===== config.mk =====
export PLATFORM = sky130hd
export DESIGN_NAME = div_restoring
export DESIGN_NICKNAME = d
export VERILOG_FILES = /design/src/rtl/div_restoring.sv
export SDC_FILE = /design/constraint.sdc
export NUM_CORES = 1
export LEC_CHECK = 0
export BUFFER_PORTS_ARGS = -buffer_cell sky130_fd_sc_hd__buf_2
export CAP_MARGIN = 20
export CORE_MARGIN = 2
export CORE_UTILIZATION = 35
export DETAILED_ROUTE_END_ITERATION = 6
export PLACE_DENSITY = 0.58
export SYNTH_ARGS = -nofsm -noshare
export SYNTH_HDL_FRONTEND = slang
export SYNTH_SLANG_ARGS = --single-unit

===== constraint.sdc =====
create_clock -name clk -period 2.4 [get_ports clk]
set_input_delay 0.12 -clock clk [delete_from_list [all_inputs] [get_ports clk]]
set_output_delay 0.12 -clock clk [all_outputs]
set_load 0.05 [all_outputs]

===== src/rtl/div_restoring.sv =====
// div_restoring: sequential restoring shift-subtract unsigned divider.
// One quotient bit is produced per clock in RUN. A zero divisor short-cuts
// straight to DONE with quotient = all ones and remainder = dividend.
// Results are registered and hold until the next accepted start.
module div_restoring #(
  parameter int WIDTH = 8
) (
  input  logic             clk,
  input  logic             reset,
  input  logic             start,
  input  logic [WIDTH-1:0] dividend,
  input  logic [WIDTH-1:0] divisor,
  output logic             busy,
  output logic             done,
  output logic [WIDTH-1:0] quotient,
  output logic [WIDTH-1:0] remainder,
  output logic             div_by_zero
);

  localparam int CNT_W = $clog2(WIDTH + 1);

  localparam logic [1:0] ST_IDLE = 2'd0;
  localparam logic [1:0] ST_RUN  = 2'd1;
  localparam logic [1:0] ST_DONE = 2'd2;

  // One restoring iteration. Shifts the next dividend bit into the partial
  // remainder and attempts to subtract the divisor. Returns {quotient bit,
  // new partial remainder}. The partial remainder is always strictly less
  // than the divisor after an iteration, so WIDTH bits are enough to hold
  // it; the extra bit is only needed transiently for the trial subtract.
  function automatic logic [WIDTH:0] div_step(
    input logic [WIDTH-1:0] r,
    input logic             q_msb,
    input logic [WIDTH-1:0] d
  );
    logic [WIDTH:0] s;
    logic [WIDTH:0] t;
    s = {r, q_msb};
    t = s - {1'b0, d};
    if (!t[WIDTH]) begin
      div_step = {1'b1, t[WIDTH-1:0]};
    end else begin
      div_step = {1'b0, s[WIDTH-1:0]};
    end
  endfunction

  logic [1:0]       state;
  logic [CNT_W-1:0] count;
  logic [WIDTH-1:0] d_reg;
  logic [WIDTH-1:0] q_reg;
  logic [WIDTH-1:0] r_reg;

  logic             accept;
  logic             divisor_zero;
  logic             in_run;
  logic             last_iter;
  logic [WIDTH:0]   step;
  logic [WIDTH-1:0] q_next;
  logic [WIDTH-1:0] r_next;

  assign busy = (state != ST_IDLE);
  assign done = (state == ST_DONE);

  // Decode handshake conditions and the combinational iteration result.
  always_comb begin
    accept       = (state == ST_IDLE) && start;
    divisor_zero = (divisor == '0);
    in_run       = (state == ST_RUN);
    last_iter    = in_run && (count == CNT_W'(1));
    step         = div_step(r_reg, q_reg[WIDTH-1], d_reg);
    q_next       = {q_reg[WIDTH-2:0], step[WIDTH]};
    r_next       = step[WIDTH-1:0];
  end

  // Control FSM: IDLE -> RUN (WIDTH cycles) -> DONE (1 cycle) -> IDLE.
  always_ff @(posedge clk or posedge reset) begin
    if (reset) begin
      state <= ST_IDLE;
      count <= '0;
    end else begin
      case (state)
        ST_IDLE: begin
          if (start) begin
            count <= CNT_W'(WIDTH);
            state <= divisor_zero ? ST_DONE : ST_RUN;
          end
        end
        ST_RUN: begin
          count <= count - CNT_W'(1);
          if (count == CNT_W'(1)) begin
            state <= ST_DONE;
          end
        end
        ST_DONE: begin
          state <= ST_IDLE;
        end
        default: begin
          state <= ST_IDLE;
        end
      endcase
    end
  end

  // Working registers: operands are captured on accept, then shifted each RUN cycle.
  always_ff @(posedge clk or posedge reset) begin
    if (reset) begin
      d_reg <= '0;
      q_reg <= '0;
      r_reg <= '0;
    end else if (accept) begin
      d_reg <= divisor;
      q_reg <= dividend;
      r_reg <= '0;
    end else if (in_run) begin
      q_reg <= q_next;
      r_reg <= r_next;
    end
  end

  // Result registers: update only on the zero-divisor accept or the final iteration.
  always_ff @(posedge clk or posedge reset) begin
    if (reset) begin
      quotient    <= '0;
      remainder   <= '0;
      div_by_zero <= 1'b0;
    end else if (accept) begin
      div_by_zero <= divisor_zero;
      if (divisor_zero) begin
        quotient  <= '1;
        remainder <= dividend;
      end
    end else if (last_iter) begin
      quotient  <= q_next;
      remainder <= r_next;
    end
  end

endmodule


==> flow_metrics.env <==
export IMPL_synth_area_leaders="dfrtp_1 49%, nand2_1 6.0%, ha_1 5.2%, o21ai_0 4.3%, a22oi_1 3.1%"
export IMPL_setup_violations=8
export IMPL_seq_area_sq_mm=0.00118
export IMPL_globalRouteTotalUtil_pct=17.5
export IMPL_crit_required_ns=2.63
export IMPL_avgSynthCellArea_sq_um=9.88
export IMPL_path_clk_slew_ns=0.09
export IMPL_nNetsFinal=336
export IMPL_netlist_top_cells_count="47 x dfrtp_1, 39 x nand2_1, 21 x o21ai_0"
export IMPL_slowest_stage="dfrtp_1"
export IMPL_synth_distinct_cells=47
export IMPL_crit_family="compound AO/OA/AOI/OAI gates"
export IMPL_yosysTopAreaCell="dfrtp_1"
export IMPL_worstSetupStartpointType="flip-flop"
export IMPL_clock_fmax_mhz=410
export IMPL_grt_overflow_total=0
export IMPL_drc=0
export IMPL_clockRootBuffer="clkbuf_8"
export IMPL_drtPass1Iterations=4
export IMPL_synth_most_common_cell="dfrtp_1"
export IMPL_htree_levels=2
export IMPL_die_y_um=87.2
export IMPL_cts_made_buffers=5
export IMPL_num_rows=30
export IMPL_cp_slowest_stage_delay_ns=0.38
export IMPL_drt_iter0_drc=150
export IMPL_cts_tree="done"
export IMPL_drv_cap=0
export IMPL_final_util_pct=44.6
export IMPL_fillerInstances=659
export IMPL_yosys_area_top_type_share_pct=48.6
export IMPL_clock_skew_ns=0.00561
export IMPL_wl_per_cell_um=16.3
export IMPL_place_congestion=0.895
export IMPL_pin_count=38
export IMPL_path_class="flip-flop to flip-flop"
export IMPL_start_util_pct=35.8
export IMPL_clock_sinks=47
export IMPL_synth_edf_count=0
export IMPL_tightest_slew_ns=0.762
export IMPL_synth_net_count=275
export IMPL_worst_setup_path_end_kind="flip-flop"
export IMPL_grt_max_degree=28
export IMPL_hp_class="primary input to flip-flop"
export IMPL_synthCells=245
export IMPL_core_sq_mm=0.00676
export IMPL_status="finished with violations"
export IMPL_clk_path_buf_depth=2
export IMPL_ys_ff_latch=47
export IMPL_wirelength_um=6310
export IMPL_ys_warn_count=0
export IMPL_die_w_um=87.2
export IMPL_rsz0062_at_grt="yes"
export IMPL_drive_gt1_share_pct=29.0
export IMPL_crit_chain="inv_2, ha_4, inv_2, fa_2, a211oi_4, nor3_2, a211oi_4, buf_6, xnor2_4, mux2_4, o21ai_2"
export IMPL_critical_path_peak_fanout=5
export IMPL_fin_hold_ws_ns=0.0254
export IMPL_diodes=0
export IMPL_cp_num_buf_inv=3
export IMPL_grt_pass1_wl_um=10200
export IMPL_multi_input_area_sq_mm=0.00119
export IMPL_synth_seq_area_share_pct=48.6
export IMPL_violations="negative setup slack"
export IMPL_via_count=2059
export IMPL_dieArea_sq_mm=0.00760
export IMPL_period_minus_slack_ns=2.44
export IMPL_final_antenna_net_count=0
export IMPL_finalCritPeriodShare_pct=102
export IMPL_via_per_inst=5.32
export IMPL_clkLatencyLatePin_ns=0.31
export IMPL_setup_ws_ns=-0.0416
export IMPL_async_flop_share_pct=100
export IMPL_hpwlAfterDp_um=4550
export IMPL_synth_area_sq_mm=0.00242
export IMPL_area_delta_synth_final_pct=24.5
export IMPL_finalHoldViolCount=0
export IMPL_io_buffers=37
export IMPL_antenna_found_initial=0
export IMPL_slew_viol_final=0
export IMPL_max_slew_margin_pct=49.0
export IMPL_ys_flop_type="dfrtp_1"
export IMPL_arrival_ns=2.68
export IMPL_grt_pass1_vias=2048
[worst min-delay path: stages]
cell,delay [ns]
buf_2,0.09
nand2_1,0.04
nand2_1,0.05
[cells in the final DEF, fill, tap and decap left out, types with 3 or more instances in the layout]
cell and instances:
and2_1 3, nand2_1 39, buf_2 37, xnor2_1 4, o21ai_0 21, o22a_1 8
mux2i_1 6, nor2b_1 3, nor3_1 3, buf_4 25, a21oi_1 14, o22ai_1 4
nor2_1 7, o21ai_1 5, clkbuf_8 5, ha_1 9, a22oi_1 10, inv_2 4
nand3_1 4, inv_1 10, dfrtp_1 47
[layer usage]
layer  GRT usage [%]  vias up  part of all wire, %  routed length (um)
met3            3.13       11                  4.3                 271
met4            6.57        0                  1.7                 108
met2            26.9       59                   46                2870
met1            24.8      999                   48                3060
li1                -      990                    -                   -
met5               0        -                    0                   0
[cell type report]
class | count | share of cell area [%]
repair buffers | 65 | 13.4
clock buffers | 6 | 2.41
clock inverters | 2 | 0.540
multi-input cells | 173 | 39.5
flip-flops and latches | 47 | 39.0
well taps | 80 | 3.32
inverters | 14 | 1.74
[timing repair]
action                                 in CTS  in global routing
hold buffers                                1                  0
endpoints found under the hold margin      21                  0
gates cloned                                1                  0
pin swaps                                   4                  4
setup buffers                               5                  2
setup endpoints to repair                  16                 17
gates resized for setup                     3                  3
[kinds of logic (layout without fill, tap and decap cells)]
group	Yosys count	after routing	share of synthesized area [%]
and+or+nand+nor	67	67	12.7
DFF	47	47	48.6
adders and majority gates	11	11	5.99
AOI/OAI and AO/OA	80	80	22.3
xor gates and xnor gates	6	7	2.48
muxes	8	8	3.51
buffers and inverters	26	87	4.44
[worst paths after layout]
kind	endpoint	slack, ns	start	cells past startpoint
worst max-delay path	r_reg[0]	-0.04	q_reg[7]	11
worst min-delay path	d_reg[0]	0.03	divisor[0]	3
worst max register to register	r_reg[0]	-0.04	q_reg[7]	11
worst min register to register	div_by_zero	0.48	div_by_zero	1
max in group asynchronous	quotient[0]	1.44	reset	4
min in group asynchronous	r_reg[3]	0.38	reset	3
[through the flow]
stage	area [sq um]	instances	worst slack, ns	TNS (ns)
6_report	3010	387	-0.0416	-0.190
5_1_grt	3010	387	-0.127	-1.60
4_1_cts	3000	387	-0.0174	-0.0308
3_5_place_dp	2830	372	-0.101	-0.894
3_3_place_gp	2830	372	-0.0490	-0.144
2_1_floorplan	2440	245	0.0112	0
Power is not shown: default switching activity piles up to over one toggle a cycle in this logic, so the estimate is an artifact.
